==> config.mk <==
export PLATFORM = sky130hd
export DESIGN_NAME = relobi_err_sbr_arb
export DESIGN_NICKNAME = d
export VERILOG_FILES = /design/src/rtl/relobi_pkg.sv /design/src/rtl/relobi_err_sbr_arb_route_fifo.sv /design/src/rtl/relobi_err_sbr_arb.sv
export SDC_FILE = /design/constraint.sdc
export NUM_CORES = 1
export LEC_CHECK = 0
export BUFFER_PORTS_ARGS = -buffer_cell sky130_fd_sc_hd__buf_2
export CORE_AREA = 4 4 131 133
export CTS_CLUSTER_DIAMETER = 80
export CTS_CLUSTER_SIZE = 40
export DETAILED_ROUTE_END_ITERATION = 8
export DIE_AREA = 0 0 135 137
export PLACE_DENSITY_LB_ADDON = 0.05
export SLEW_MARGIN = 5
export SYNTH_ARGS = -nofsm -noshare
export SYNTH_HDL_FRONTEND = slang
export SYNTH_HIERARCHICAL = 1
export SYNTH_SLANG_ARGS = --single-unit
==> constraint.sdc <==
create_clock -name clk_i -period 3.17 [get_ports clk_i]
set_clock_uncertainty 0.05 [all_clocks]
set_input_delay 0.1585 -clock clk_i [delete_from_list [all_inputs] [get_ports clk_i]]
set_output_delay 0.1585 -clock clk_i [all_outputs]
set_load 0.05 [all_outputs]
==> src/rtl/relobi_pkg.sv <==
// Shared relobi types, default OBI config and index width helper.
package relobi_pkg;

  typedef struct packed {
    logic       UseRReady;
    logic [7:0] AddrWidth;
    logic [7:0] DataWidth;
  } obi_cfg_t;

  localparam obi_cfg_t ObiDefaultConfig = '{
    UseRReady: 1'b0,
    AddrWidth: 8'd32,
    DataWidth: 8'd32
  };

  typedef struct packed {
    logic [31:0] addr;
    logic        we;
    logic [3:0]  be;
    logic [31:0] wdata;
    logic [3:0]  aid;
  } relobi_a_chan_t;

  typedef struct packed {
    relobi_a_chan_t a;
    logic           req;
    logic           rready;
  } relobi_req_t;

  typedef struct packed {
    logic [31:0] rdata;
    logic [3:0]  rid;
    logic        err;
  } relobi_r_chan_t;

  typedef struct packed {
    relobi_r_chan_t r;
    logic           gnt;
    logic           rvalid;
  } relobi_rsp_t;

  function automatic int unsigned
    relobi_err_sbr_arb_idx_w(input int unsigned n);
    return (n > 1) ? $clog2(n) : 1;
  endfunction

endpackage

==> src/rtl/relobi_err_sbr_arb_route_fifo.sv <==
// Route FIFO of manager indices; entries and pointers kept in three
// voted copies, any copy disagreement reported on fault.
module relobi_err_sbr_arb_route_fifo #(
  parameter int unsigned Depth = 2,
  parameter int unsigned Width = 1
) (
  input  logic             clk_i,
  input  logic             rst_ni,
  input  logic             push,
  input  logic             pop,
  input  logic [Width-1:0] data_in,
  output logic             full,
  output logic             empty,
  output logic [Width-1:0] data,
  output logic             fault
);

  localparam int unsigned PtrW =
    (Depth > 1) ? $clog2(Depth) : 1;

  // MSB is the wrap bit used to tell full from empty
  typedef logic [PtrW:0] ptr_t;

  ptr_t wr0_q, wr1_q, wr2_q;
  ptr_t rd0_q, rd1_q, rd2_q;
  ptr_t wr_v, rd_v, wr_nxt, rd_nxt;

  logic [Depth-1:0][Width-1:0] mem0_q;
  logic [Depth-1:0][Width-1:0] mem1_q;
  logic [Depth-1:0][Width-1:0] mem2_q;

  logic [Width-1:0] d0, d1, d2;
  logic [PtrW-1:0]  wr_idx, rd_idx;
  logic             do_push, do_pop;
  logic             ptr_mis, dat_mis;

  function automatic ptr_t vote(
    input ptr_t a, input ptr_t b, input ptr_t c
  );
    return (a & b) | (a & c) | (b & c);
  endfunction

  function automatic ptr_t incr(input ptr_t p);
    ptr_t r;
    r = p;
    if (p[PtrW-1:0] == PtrW'(Depth - 1)) begin
      r[PtrW-1:0] = '0;
      r[PtrW]     = ~p[PtrW];
    end else begin
      r[PtrW-1:0] = p[PtrW-1:0] + 1'b1;
    end
    return r;
  endfunction

  assign wr_v   = vote(wr0_q, wr1_q, wr2_q);
  assign rd_v   = vote(rd0_q, rd1_q, rd2_q);
  assign wr_idx = wr_v[PtrW-1:0];
  assign rd_idx = rd_v[PtrW-1:0];

  assign empty = (wr_v == rd_v);
  assign full  = (wr_idx == rd_idx) &&
                 (wr_v[PtrW] != rd_v[PtrW]);

  assign do_push = push & ~full;
  assign do_pop  = pop & ~empty;
  assign wr_nxt  = do_push ? incr(wr_v) : wr_v;
  assign rd_nxt  = do_pop ? incr(rd_v) : rd_v;

  assign d0   = mem0_q[rd_idx];
  assign d1   = mem1_q[rd_idx];
  assign d2   = mem2_q[rd_idx];
  assign data = (d0 & d1) | (d0 & d2) | (d1 & d2);

  assign ptr_mis = (wr0_q != wr1_q) | (wr1_q != wr2_q) |
                   (rd0_q != rd1_q) | (rd1_q != rd2_q);
  assign dat_mis = ~empty & ((d0 != d1) | (d1 != d2));
  assign fault   = ptr_mis | dat_mis;

  // Pointers rewritten from the voted value every cycle to scrub upsets
  always_ff @(posedge clk_i) begin
    if (!rst_ni) begin
      wr0_q  <= '0;
      wr1_q  <= '0;
      wr2_q  <= '0;
      rd0_q  <= '0;
      rd1_q  <= '0;
      rd2_q  <= '0;
      mem0_q <= '0;
      mem1_q <= '0;
      mem2_q <= '0;
    end else begin
      wr0_q <= wr_nxt;
      wr1_q <= wr_nxt;
      wr2_q <= wr_nxt;
      rd0_q <= rd_nxt;
      rd1_q <= rd_nxt;
      rd2_q <= rd_nxt;
      if (do_push) begin
        mem0_q[wr_idx] <= data_in;
        mem1_q[wr_idx] <= data_in;
        mem2_q[wr_idx] <= data_in;
      end
    end
  end

endmodule

==> src/rtl/relobi_err_sbr_arb.sv <==
// Round-robin share of one error subordinate among NumMgr managers.
// Optional fault counter: RELOBI_ERR_SBR_ARB_FAULT_CNT_EN.
module relobi_err_sbr_arb
  import relobi_pkg::*;
#(
  parameter obi_cfg_t    ObiCfg      = ObiDefaultConfig,
  parameter type         obi_req_t   = relobi_req_t,
  parameter type         obi_rsp_t   = relobi_rsp_t,
  parameter int unsigned NumMgr      = 2,
  parameter int unsigned NumMaxTrans = 2
`ifdef RELOBI_ERR_SBR_ARB_FAULT_CNT_EN
  ,parameter int unsigned FaultCntW  = 8
`endif
) (
  input  logic       clk_i,
  input  logic       rst_ni,
  input  obi_req_t   mgr_req_i [NumMgr],
  output obi_rsp_t   mgr_rsp_o [NumMgr],
  output obi_req_t   err_req_o,
  input  obi_rsp_t   err_rsp_i,
  input  logic [1:0] err_fault_i,
  output logic [1:0] fault_o
`ifdef RELOBI_ERR_SBR_ARB_FAULT_CNT_EN
  ,output logic [FaultCntW-1:0] fault_cnt_o
`endif
);

  localparam int unsigned IdxW =
    relobi_err_sbr_arb_idx_w(NumMgr);

  typedef logic [IdxW-1:0] idx_t;

  idx_t rr_ptr_q, lock_idx_q;
  idx_t rr_sel, cand, sel, head;
  logic lock_q, rr_valid;
  logic fwd, push, pop, rready;
  logic full, empty, fifo_fault, proto_err;

  always_comb begin
    rr_sel   = '0;
    rr_valid = 1'b0;
    cand     = '0;
    for (int unsigned k = 0; k < NumMgr; k++) begin
      cand = idx_t'((32'(rr_ptr_q) + k) % NumMgr);
      if (!rr_valid && mgr_req_i[cand].req) begin
        rr_valid = 1'b1;
        rr_sel   = cand;
      end
    end
  end

  // A forwarded but ungranted request pins the selection
  assign sel  = lock_q ? lock_idx_q : rr_sel;
  assign fwd  = mgr_req_i[sel].req & ~full;
  assign push = fwd & err_rsp_i.gnt;

  assign rready = ObiCfg.UseRReady ?
                  mgr_req_i[head].rready : 1'b1;
  assign pop       = err_rsp_i.rvalid & rready & ~empty;
  assign proto_err = err_rsp_i.rvalid & empty;

  always_comb begin
    err_req_o        = mgr_req_i[sel];
    err_req_o.req    = fwd;
    err_req_o.rready = rready;
  end

  always_comb begin
    for (int unsigned i = 0; i < NumMgr; i++) begin
      mgr_rsp_o[i]        = err_rsp_i;
      mgr_rsp_o[i].gnt    = push && (sel == idx_t'(i));
      mgr_rsp_o[i].rvalid = err_rsp_i.rvalid & ~empty &
                            (head == idx_t'(i));
    end
  end

  relobi_err_sbr_arb_route_fifo #(
    .Depth (NumMaxTrans),
    .Width (IdxW)
  ) u_fifo (
    .clk_i   (clk_i),
    .rst_ni  (rst_ni),
    .push    (push),
    .pop     (pop),
    .data_in (sel),
    .full    (full),
    .empty   (empty),
    .data    (head),
    .fault   (fifo_fault)
  );

  always_ff @(posedge clk_i) begin
    if (!rst_ni) begin
      rr_ptr_q   <= '0;
      lock_q     <= 1'b0;
      lock_idx_q <= '0;
    end else if (push) begin
      rr_ptr_q <= (32'(sel) == NumMgr - 1) ?
                  '0 : sel + idx_t'(1);
      lock_q   <= 1'b0;
    end else if (fwd) begin
      lock_q     <= 1'b1;
      lock_idx_q <= sel;
    end
  end

  assign fault_o = {
    err_fault_i[1],
    err_fault_i[0] | proto_err | fifo_fault
  };

`ifdef RELOBI_ERR_SBR_ARB_FAULT_CNT_EN
  logic [FaultCntW-1:0] cnt_q;

  always_ff @(posedge clk_i) begin
    if (!rst_ni) begin
      cnt_q <= '0;
    end else if (|fault_o && !(&cnt_q)) begin
      cnt_q <= cnt_q + 1'b1;
    end
  end

  assign fault_cnt_o = cnt_q;
`endif

endmodule

# Word level (Yosys, flattened, before mapping)
# Cells that the tools add are included.
word_totals:
  reg_bits: 13
  latch_bits: 0
  ramBits: 0
  rom_bits: 0
  in_bits: 193
  memories: 0
classes:
  addsub: 4
  n_mul: 0
  div_mod_pow: 0
  n_lt_le_gt_ge: 6
  n_eq_ne: 5
  n_shift: 0
  muxes: 31
  n_bitwise: 34
  n_reduce_logical: 8
ops:
  columns: ["operator", "n"]
  rows:
  - ["75-bit two-way mux", 3]
  - ["1-bit two-way mux", 16]
  - ["2-bit two-way mux", 8]
  - ["1-bit AND", 12]
  - ["1-bit NOT", 8]
  - ["2-bit bitwise OR", 4]
  - ["2-bit bitwise mux", 3]
  - ["2-bit >= comparator (second input constant)", 3]
  - ["1-bit NOT with 2-bit output", 3]
  - ["1-bit logical AND", 5]
  - ["1-bit bitwise OR", 5]
  - ["1-bit adder (second input constant)", 4]
  - ["2-bit AND", 2]
  - ["1-bit by 2-bit less-than comparator with 1-bit output (second input constant)", 2]
  - ["1-bit != test", 3]
  - ["2-bit equality test", 1]
  - ["2-bit AND reduction", 1]
  - ["2-bit OR reduction", 1]
  - ["1-bit demux with 1-bit select", 1]
  - ["1-bit equality test", 1]
  - ["1-bit >= comparator (second input constant)", 1]
  - ["1-bit zero test", 1]

# Longest topological paths before layout
# Gate-level depths: netlist of run 1.
logic_depth:
  ltp_word: 17
  mapped_depth: 9
  depth_no_buf: 8

# Modules after synthesis
# The synthesis of run 1 kept the hierarchy.
by_module_without_submodules:
  columns: ["module", "instances", "cells_per_inst", "area_each_um2", "seq_area_each_um2"]
  rows:
  - ["relobi_err_sbr_arb", 1, 185, 1814.2, 60.1]
  - ["relobi_err_sbr_arb_route_fifo", 1, 41, 336.6, 120.1]

# Worst setup path before layout of run 1
# OpenSTA, ideal clock, no wires.
synth_timing:
  path_kind: "reg2out"
  start: "reg u_fifo.rd2_q[0]"
  end: "out mgr_rsp_o[1] (netlist name)"
  arrival_ns: 1.906
  required_ns: 2.961
  path_slack_ns: 1.056
  path_stages_with_launch: 7
  path_cell_list: "dfxtp_1 buf_4 xor2_1 nor2_1 o21bai_1 a211o_1 nor2b_1"
synth_rtl:
  columns: ["element", "line_no", "rtl"]
  rows:
  - ["from (decl)", "relobi_err_sbr_arb_route_fifo.sv:25", "ptr_t rd0_q, rd1_q, rd2_q;"]
  - ["from (signal assigned)", "relobi_err_sbr_arb_route_fifo.sv:97", "rd2_q <= rd_nxt;"]
  - ["to (decl)", "relobi_err_sbr_arb.sv:18", "output obi_rsp_t mgr_rsp_o [NumMgr],"]

==> results of run 1 <==
-- worst max-delay path, cell delays in order, from the launching register on --
cell,delay [ps]
dfxtp_1,340
nand2b_4,150
o21ai_4,130
buf_4,520
mux2_2,430
buf_2,220
-- sequential cells by signal, indices dropped and copies added, names as in the netlist --
| register | count |
|---|---|
| lock_idx_q | 1 |
| u_fifo/wr2_q | 2 |
| u_fifo/mem0_q | 1 |
| u_fifo/rd2_q | 2 |
| lock_q | 1 |
| u_fifo/mem1_q | 1 |
| rr_ptr_q | 1 |
-- path summary, 6_finish.rpt --
check	from	endpoint	slack [ps]
worst min register to register	u_fifo/mem0_q[1]	u_fifo/mem0_q[1]	410
worst max register to register	u_fifo/rd2_q[0]	u_fifo/mem0_q[1]	1000
worst min-delay path	err_rsp_i[1]	lock_idx_q	220
worst max-delay path	lock_q	err_req_o[23]	900
-- power by group through the flow --
stage / clock, uW / combinational (uW) / sequential, uW
floorplan: 0 / 874 / 129
global placement: 0 / 804 / 134
detailed placement: 0 / 800 / 133
CTS: 232 / 802 / 132
global route: 238 / 830 / 133
finish: 225 / 791 / 131
-- layout make-up --
class,instances,area (sq um)
clock buffer,4,78.8
fill,1791,12800
inverter,3,11.3
multi-input combinational,126,1280
sequential,9,180
tap,216,270
timing repair buffer,234,1180
-- cells in the mapped netlist --
library cell  count  area share, %
nor2b_1           4            1.2
nor2_2            1           0.29
a21oi_1           3           0.70
mux2i_1           6            2.8
nand2b_4          1           0.64
and3_1            1           0.29
o21a_1            1           0.35
dfxtp_1           9            8.4
conb_1            2           0.35
nand2_1          12            2.1
o21ai_0           2           0.47
mux2_2           48             25
buf_1             1           0.17
and2_0            1           0.29
o21ai_4           1           0.76
inv_1             3           0.52
a41o_1            1           0.47
a211o_1           3            1.2
o21bai_1          1           0.35
mux2_4           26             18
xnor2_1           1           0.41
buf_8             3            2.1
xor2_1            2           0.81
buf_4            83             29
a21boi_0          1           0.35
and2_1            1           0.29
o211ai_1          1           0.35
buf_6             1           0.52
nand2b_1          3           0.87
nor2b_2           1           0.41
nor2_1            2           0.35
-- metal layers --
metal / global-route usage [%] / part of all wire (%) / up-vias
li1: - / - / 989
met1: 7.58 / 33 / 856
met2: 14.5 / 53 / 164
met3: 3.27 / 13 / 8
met4: 1.06 / 0.51 / 0
met5: 0 / 0 / -
-- cells by family (layout without fill, tap and decap cells) --
| family | Yosys count | count (layout) | synth area share (%) |
|---|---|---|---|
| AO/OA/AOI/OAI | 14 | 14 | 5.00 |
| flip-flops | 9 | 9 | 8.38 |
| XOR/XNOR | 3 | 3 | 1.22 |
| other | 2 | 2 | 0.349 |
| AND/OR/NAND/NOR | 27 | 27 | 6.69 |
| multiplexers | 80 | 80 | 46.1 |
| buffers and inverters | 91 | 241 | 32.3 |
-- metrics by stage --
step / util, % / setup slack, ps / total power [uW] / cell area (sq um) / hold slack [ps]
after floorplan: - / 1060 / 1000 / 2150 / 226
after global placement: 18.4 / 1010 / 938 / 2920 / 268
after detailed placement: 18.4 / 1010 / 933 / 2920 / 268
after CTS: 18.9 / 863 / 1170 / 3000 / 229
after global routing: 18.9 / 795 / 1200 / 3000 / 238
final: 18.9 / 896 / 1150 / 3000 / 224
==> impl_metrics.csv, run 1 <==
group,metric,value,unit
detailed_routing,vias_per_cell,3.41,
final_layout,syn_to_final_growth,39.3,%
power_and_ir_drop,power.internal,563,uW
yosys,synthDistinctLibCells,31,
worst_setup_path,cp-start-kind,"flip-flop",
timing,hold_violations,0,
cts,cts_sinks,9,
cts,clk_latency,230,ps
cts,cts_tree,"done",
floorplanning,dieArea,0.0185,sq mm
timing,setup_violations,0,
placement,gp_congestion,0.658,
worst_setup_path,cp.arrival,2070,ps
timing,min_period_over_period,71.7,%
power_and_ir_drop,power_density,383,mW/mm^2
timing,slew_viol_final,0,
floorplanning,rows,46,
detailed_routing,drtPass1Iterations,4,
detailed_routing,drtIter0Drc,21,
power_and_ir_drop,p_switching,583,uW
yosys,avgSynthCellArea,9.52,sq um
cts,ctsHoldBuffers,0,
detailed_routing,drc_errors,0,
detailed_routing,num_vias,2017,
timing,tns,0,ps
grt,grt_pass1_vias,1951,
worst_setup_path,critPathRequiredTime,2960,ps
final_layout,diodes,0,
cts,cts_made_buffers,3,
power_and_ir_drop,netSwitchingFraction,50.9,%
grt,grt_use_total,7.48,%
power_and_ir_drop,clkPwrFrac,19.6,%
worst_setup_path,reg2reg_depth,8,
power_and_ir_drop,combPwrFrac,69.0,%
detailed_routing,wl_per_cell,14.6,um
grt,grt_overflow,0,
placement,dp.cells,588,
final_layout,drive_above_1_share,83.8,%
final_layout,stdcell_count,592,
yosys,synth_cells,226,
timing,max_slew_margin,58.6,%
floorplanning,core-area,0.0158,sq mm
worst_setup_path,cp-end-kind,"output port",
grt,grt_first_pass_wirelength,11000,um
yosys,ys_ff_latch,9,
floorplanning,chipHeight,137,um
yosys,yosys_warnings,6,
final_layout,mostFrequentLayoutCell,"buf_2",
power_and_ir_drop,p_leak,0.00158,uW
cts,cts.reportedPaths.clkPinSlew,40,ps
timing,rsz0062_at_grt,"no",
cts,clock_path_buffers,2,
final_layout,layout_common_cells,"231 x buf_2, 48 x mux2_2, 26 x mux2_4, 12 x nand2_1, 9 x dfxtp_1",
final_layout,finalNetCount,570,
flow_run,cap_violations,0,
floorplanning,ios,348,
power_and_ir_drop,vdd_drop_max,0.197,mV
timing,period_minus_slack,2270,ps
timing,fmax,0.440,GHz
floorplanning,fp.dieW,135,um
timing,worst_pin_slew,621,ps
yosys,seq_area_frac_synth,8.38,%
detailed_routing,wl,8630,um
floorplanning,initial_core_util,13.6,%
cts,post_cts_resized,0,
power_and_ir_drop,seqPwrFrac,11.5,%
grt,grt_max_degree,44,
worst_setup_path,path_class,"reg2out",
yosys,synth_nets,419,
worst_setup_path,crit_fanout,43,
placement,hpwlAfterDp,7710,um
cts,root_buffer,"clkbuf_16",
yosys,netlist_area,0.00215,sq mm
outcome,status,"finished, final reports clean",
hold_path,whs_path_depth,3,
cts,htreeDepth,1,
cts,cts_setup_buffers,0,
detailed_routing,antenna_left,0,
hold_path,hold_class,"in2reg",
grt,antenna_found_initial,0,
placement,port_buffers,231,
Power figures use the tool's default switching activity.
==> inputs of run 2 (changes only) <==
ABC_AREA = 1   (was default)
clock period = 2.2 ns   (was 3.17 ns; I/O delays follow)
==> run 2 against run 1 <==
Net effect:
- critical path type unchanged
- largest cell class is now buffers
- critical endpoint is now err_req_o[45]
- synthesized area down 0.99%
- non-clock buffer count is 1 higher
- core utilization decreased by 0.18 points
- final area down 0.96%
- clock power grew 44%
- flip-flop and latch count is the same
- power increased by 68%
==> impl_metrics.csv, run 2 <==
group,metric,value,unit
placement,gp_congestion,0.727,
worst_setup_path,cpMaxStageDelayCell,"dfxtp_1",
timing,slew_viol_final,0,
power_and_ir_drop,p_leak,0.00194,uW
yosys,netlist_area,0.00213,sq mm
cts,root_buffer,"clkbuf_16",
final_layout,fin_area,0.00297,sq mm
power_and_ir_drop,vdd_drop_max,0.214,mV
power_and_ir_drop,power_density,650,mW/mm^2
timing,setup_violations,0,
timing,fmax,0.522,GHz
yosys,yosysMostFrequentCell,"nand2_1",
grt,grt_max_degree,77,
worst_setup_path,reg2reg_depth,12,
flow_run,cap_violations,0,
yosys,synthDistinctLibCells,20,
grt,grt_pass1_vias,2555,
floorplanning,initial_core_util,13.5,%
final_layout,finalNetCount,750,
worst_setup_path,crit_fanout,43,
final_layout,top_regs,"u_fifo/rd2_q (2), u_fifo/wr2_q (2)",
detailed_routing,drc_errors,0,
yosys,seq_area_frac_synth,8.46,%
detailed_routing,drtPass1Iterations,4,
placement,post-place-ws,463,ps
yosys,yosys_warnings,6,
timing,min_period_over_period,87.0,%
floorplanning,core-area,0.0158,sq mm
placement,port_buffers,231,
worst_setup_path,path_common_cell,"nand2_1",
worst_setup_path,path_class,"reg2out",
hold_path,hold_class,"in2reg",
floorplanning,chipHeight,137,um
cts,ctsHoldBuffers,0,
yosys,synth_commonest_cells,"246 x nand2_1, 82 x buf_4, 22 x inv_1",
detailed_routing,wl,9480,um
floorplanning,dieArea,0.0185,sq mm
yosys,synth_nets,604,
placement,dp.cells,768,
timing,period_minus_slack,1910,ps
timing,tns,0,ps
floorplanning,fp.dieW,135,um
worst_setup_path,r2r_start,"u_fifo/wr2_q[0]",
cts,clk_latency,230,ps
cts,clock_path_buffers,2,
cts,htreeDepth,1,
hold_path,min_to,"u_fifo/mem1_q[0]",
yosys,yosys.area.top_type_share,43.4,%
detailed_routing,vias_per_cell,3.46,
floorplanning,ios,348,
detailed_routing,num_vias,2673,
timing,hold_violations,0,
floorplanning,rows,46,
grt,grt_overflow,0,
worst_setup_path,cp.arrival,1750,ps
yosys,synthArstFlopShare,0,%
grt,grt_first_pass_wirelength,13200,um
hold_path,whs_path_depth,3,
timing,rsz0062_at_grt,"no",
final_layout,layout_common_cells,"246 x nand2_1, 230 x buf_2, 22 x inv_1, 15 x nor2_1, 9 x dfxtp_1",
timing,fin_ws,286,ps
yosys,synth-edff-count,0,
final_layout,fin_util,18.7,%
yosys,ys_ff_latch,9,
grt,grt_use_total,8.86,%
worst_setup_path,cp-start-kind,"flip-flop",
worst_setup_path,critPathRequiredTime,2040,ps
hold_path,min-delay-start,"rst_ni",
worst_setup_path,rrSetupSlack,460,ps
yosys,synth_cells,411,
final_layout,drive_above_1_share,44.2,%
yosys,avgSynthCellArea,5.18,sq um
cts,cts.reportedPaths.clkPinSlew,40,ps
worst_setup_path,r2r_end,"u_fifo/mem0_q[1]",
worst_setup_path,cpPeakStageDelay,360,ps
final_layout,stdcell_count,772,
final_layout,diodes,0,
outcome,status,"finished, final reports clean",
worst_setup_path,cp-end-kind,"output port",
placement,hpwlAfterDp,7760,um
worst_setup_path,worstPathCellList,"nor2_1, nand2_1, nand2_2, inv_2, buf_12, nand2_1, nand2_1, buf_2",
cts,cts_made_buffers,3,
detailed_routing,wl_per_cell,12.3,um
final_layout,syn_to_final_growth,39.3,%
yosys,ys.flop_type,"dfxtp_1",
cts,cts_tree,"done",
grt,antenna_found_initial,1,
detailed_routing,drtIter0Drc,67,
detailed_routing,antenna_left,0,
yosys,ys_top_cells_by_area,"nand2_1 43%, buf_4 29%, dfxtp_1 8.5%",
final_layout,mostFrequentLayoutCell,"nand2_1",
cts,cts_sinks,9,
placement,place_area,0.00289,sq mm
yosys,netlist.top_cell.by_area,"nand2_1",
[run 2: changes by cell type after synthesis, sizes merged, moves of 12 or more]
| cell | previous run | this run |
|---|---|---|
| mux2 | 74 | 0 |
| nor2 | 3 | 15 |
| nand2 | 12 | 250 |
| inv | 3 | 23 |
[run 2: kinds of logic (layout without fill, tap and decap cells)]
logic type	Yosys count	in the layout	share of synthesized area, %
DFF	9	9	8.46
other	2	2	0.353
AOI/OAI and AO/OA	4	4	1.12
and+or+nand+nor	279	279	51.9
buffers and inverters	117	262	38.1
[run 2: through the flow]
stage,hold WS (ps),power [uW]
2_1_floorplan,180,1620
5_1_grt,162,2060
3_3_place_gp,170,1630
3_5_place_dp,170,1630
4_1_cts,148,1960
6_report,150,1930
[run 2: power breakdown]
group | switching, uW | internal (uW) | leakage [uW] | total (uW)
Combinational | 1070 | 349 | 0.00183 | 1420
Sequential | 12.2 | 178 | 0.0000738 | 190
Clock | 80.3 | 242 | 0.0000382 | 323
[run 2: worst max path at each step]
stage	from	slack, ps	to
3_3_place_gp	u_fifo/wr2_q[0]	450	u_fifo/wr2_q[1]
3_5_place_dp	u_fifo/wr2_q[0]	460	u_fifo/mem0_q[1]
5_1_grt	u_fifo/wr2_q[0]	50	mgr_rsp_o[1]
4_1_cts	rr_ptr_q	230	err_req_o[45]
6_report	lock_q	290	err_req_o[45]
2_1_floorplan	u_fifo/wr2_q[0]	90	mgr_rsp_o[0]
[run 2: layer usage]
layer / part of all wire (%) / vias up / global-route usage (%) / wire length, um
met3: 11 / 15 / 2.90 / 1040
met5: 0.14 / - / 0 / 13
met1: 35 / 1086 / 9.04 / 3310
met2: 53 / 139 / 17.6 / 5030
met4: 0.79 / 2 / 1.62 / 75
li1: - / 1431 / - / -
[run 2: worst max-delay path, delay by kind of cell (launching register included)]
kind                   cells  cell delay, ps
and+or+nand+nor            5             390
buffers and inverters      3             740
DFF                        1             360
[run 2: cell type report]
type | instances | area [sq um]
Clock buffer | 4 | 78.8
Fill cell | 1926 | 12900
Inverter | 23 | 86.3
Multi-Input combinational cell | 285 | 1140
Sequential cell | 9 | 180
Tap cell | 216 | 270
Timing Repair Buffer | 235 | 1210
[run 2: timing repair]
item	in CTS	in global routing
endpoints found under the setup margin	0	1
setup buffers	0	0
resized for setup	0	1
==> inputs of run 3 (changes only) <==
CTS_CLUSTER_DIAMETER = 100   (was 80)
SETUP_SLACK_MARGIN = 0.5   (was default)
clock period = 1.9 ns   (was 2.2 ns; I/O delays follow)
==> run 3 against run 2 <==
Net effect:
- global-route usage grew 3.6 points
- wire length grew 38%
- non-clock buffer count grew 47
- die area is the same
- clock power grew 16%
- hold slack lost 26 ps
- critical endpoint is now err_req_o[14]
==> impl_metrics.csv, run 3 (synthesis results as in run 2) <==
group,metric,value,unit
cts,clock_path_buffers,2,
placement,post-place-ws,301,ps
detailed_routing,drtPass1Iterations,4,
cts,root_buffer,"clkbuf_16",
cts,htreeDepth,1,
timing,fin_ws,192,ps
hold_path,hold_class,"in2reg",
timing,rsz0062_at_grt,"yes",
placement,hpwlAfterDp,8370,um
detailed_routing,drtIter0Drc,52,
worst_setup_path,crit_fanout,7,
cts,cts_made_buffers,3,
worst_setup_path,path_class,"reg2out",
timing,worst_hold_slack,125,ps
detailed_routing,wl,13000,um
timing,tns,0,ps
grt,grt_max_degree,19,
timing,fmax,0.585,GHz
detailed_routing,num_vias,3098,
timing,hold_violations,0,
worst_setup_path,cp.arrival,1560,ps
grt,grt_overflow,0,
floorplanning,ios,348,
grt,grt_pass1_vias,3103,
cts,cts_sinks,9,
cts,cts.reportedPaths.clkPinSlew,40,ps
outcome,status,"finished, final reports clean",
final_layout,diodes,0,
cts,cts_tree,"done",
final_layout,nFillCells,1681,
final_layout,top_regs,"u_fifo/rd2_q (2), u_fifo/wr2_q (2)",
timing,slew_viol_final,0,
placement,port_buffers,231,
worst_setup_path,cp-start-kind,"flip-flop",
detailed_routing,drc_errors,0,
grt,antenna_found_initial,1,
final_layout,drive_above_1_share,80.8,%
final_layout,layout_common_cells,"152 x buf_2, 99 x nand2_4, 76 x nand2_1, 74 x nand2_2, 69 x buf_8",
floorplanning,dieArea,0.0185,sq mm
power_and_ir_drop,finalPower,3760,uW
worst_setup_path,critPathRequiredTime,1750,ps
worst_setup_path,cp-end-kind,"output port",
detailed_routing,vias_per_cell,3.78,
power_and_ir_drop,vdd_drop_max,0.349,mV
final_layout,mostFrequentLayoutCell,"buf_2",
floorplanning,fp.dieW,135,um
timing,setup_violations,0,
timing,period_minus_slack,1710,ps
floorplanning,rows,46,
cts,clk_latency,230,ps
floorplanning,core-area,0.0158,sq mm
timing,min_period_over_period,89.9,%
floorplanning,chipHeight,137,um
floorplanning,initial_core_util,13.5,%
detailed_routing,antenna_left,0,
power_and_ir_drop,p_leak,0.00300,uW
placement,gp_congestion,0.709,
final_layout,syn_to_final_growth,166,%
flow_run,cap_violations,0,
final_layout,finalNetCount,797,
grt,grt_first_pass_wirelength,17800,um
detailed_routing,wl_per_cell,15.9,um
power_and_ir_drop,power_density,665,mW/mm^2
grt,grt_use_total,12.5,%
-- run 3: cell count changes in the layout (fill, tap and decap cells not counted), moves of 19 or more --
cell	before	now
buf_16	0	19
buf_2	230	152
buf_8	0	69
nand2_1	246	76
nand2_2	3	74
nand2_4	1	99
-- run 3: report_power, final --
group / internal [uW] / leakage [uW] / total, uW / switching, uW
combinational: 1410 / 0.00289 / 3160 / 1760
sequential: 206 / 0.0000774 / 221 / 15.2
clock: 281 / 0.0000382 / 376 / 95.4
-- run 3: final timing paths --
path          start              end  slack (ps)  cells past startpoint
max reg2reg  lock_q  u_fifo/wr2_q[1]         450                      9
min          rst_ni  u_fifo/wr2_q[0]         120                      3
max          lock_q    err_req_o[14]         190                      9
min reg2reg  lock_q           lock_q         480                      2
-- run 3: stage by stage --
| step | cells | util (%) | instance area (sq um) |
|---|---|---|---|
| after floorplan | 411 | - | 2190 |
| after global placement | 769 | 18.8 | 2980 |
| after detailed placement | 769 | 18.8 | 2980 |
| after CTS | 811 | 31.0 | 4900 |
| after global routing | 819 | 35.7 | 5660 |
| final | 819 | 35.7 | 5660 |
-- run 3: final cells by class --
cell class	instances	area (sq um)	share of cell area, %
inverters	23	109	1.92
repair buffers	282	2860	50.6
clock buffers	4	78.8	1.39
flip-flops and latches	9	198	3.49
well taps	216	270	4.78
multi-input cells	285	2140	37.8
-- run 3: timing repair --
| action | in CTS | in global routing |
|---|---|---|
| buffers inserted | 21 | 7 |
| pin swaps | 63 | 42 |
| hold buffers | 0 | 0 |
| gates resized for setup | 370 | 182 |
| endpoints found under the setup margin | 85 | 85 |
| cloned | 17 | 1 |
| hold endpoints to repair | 0 | 0 |
-- run 3: critical path, cell delays in order, from the launching register on --
cell and delay, ps:
dfxtp_4 350, nor2_4 100, nand2_4 80, nand2_8 110, buf_12 150, buf_12 110
buf_16 140, nand2_2 60, nand2_2 70, buf_8 140
-- run 3: routing by layer --
| metal | global-route usage [%] | wire length (um) |
|---|---|---|
| met1 | 14.3 | 4600 |
| met3 | 3.31 | 1200 |
| met2 | 23.8 | 7150 |
| met4 | 1.34 | 75 |
| met5 | 0 | 13 |
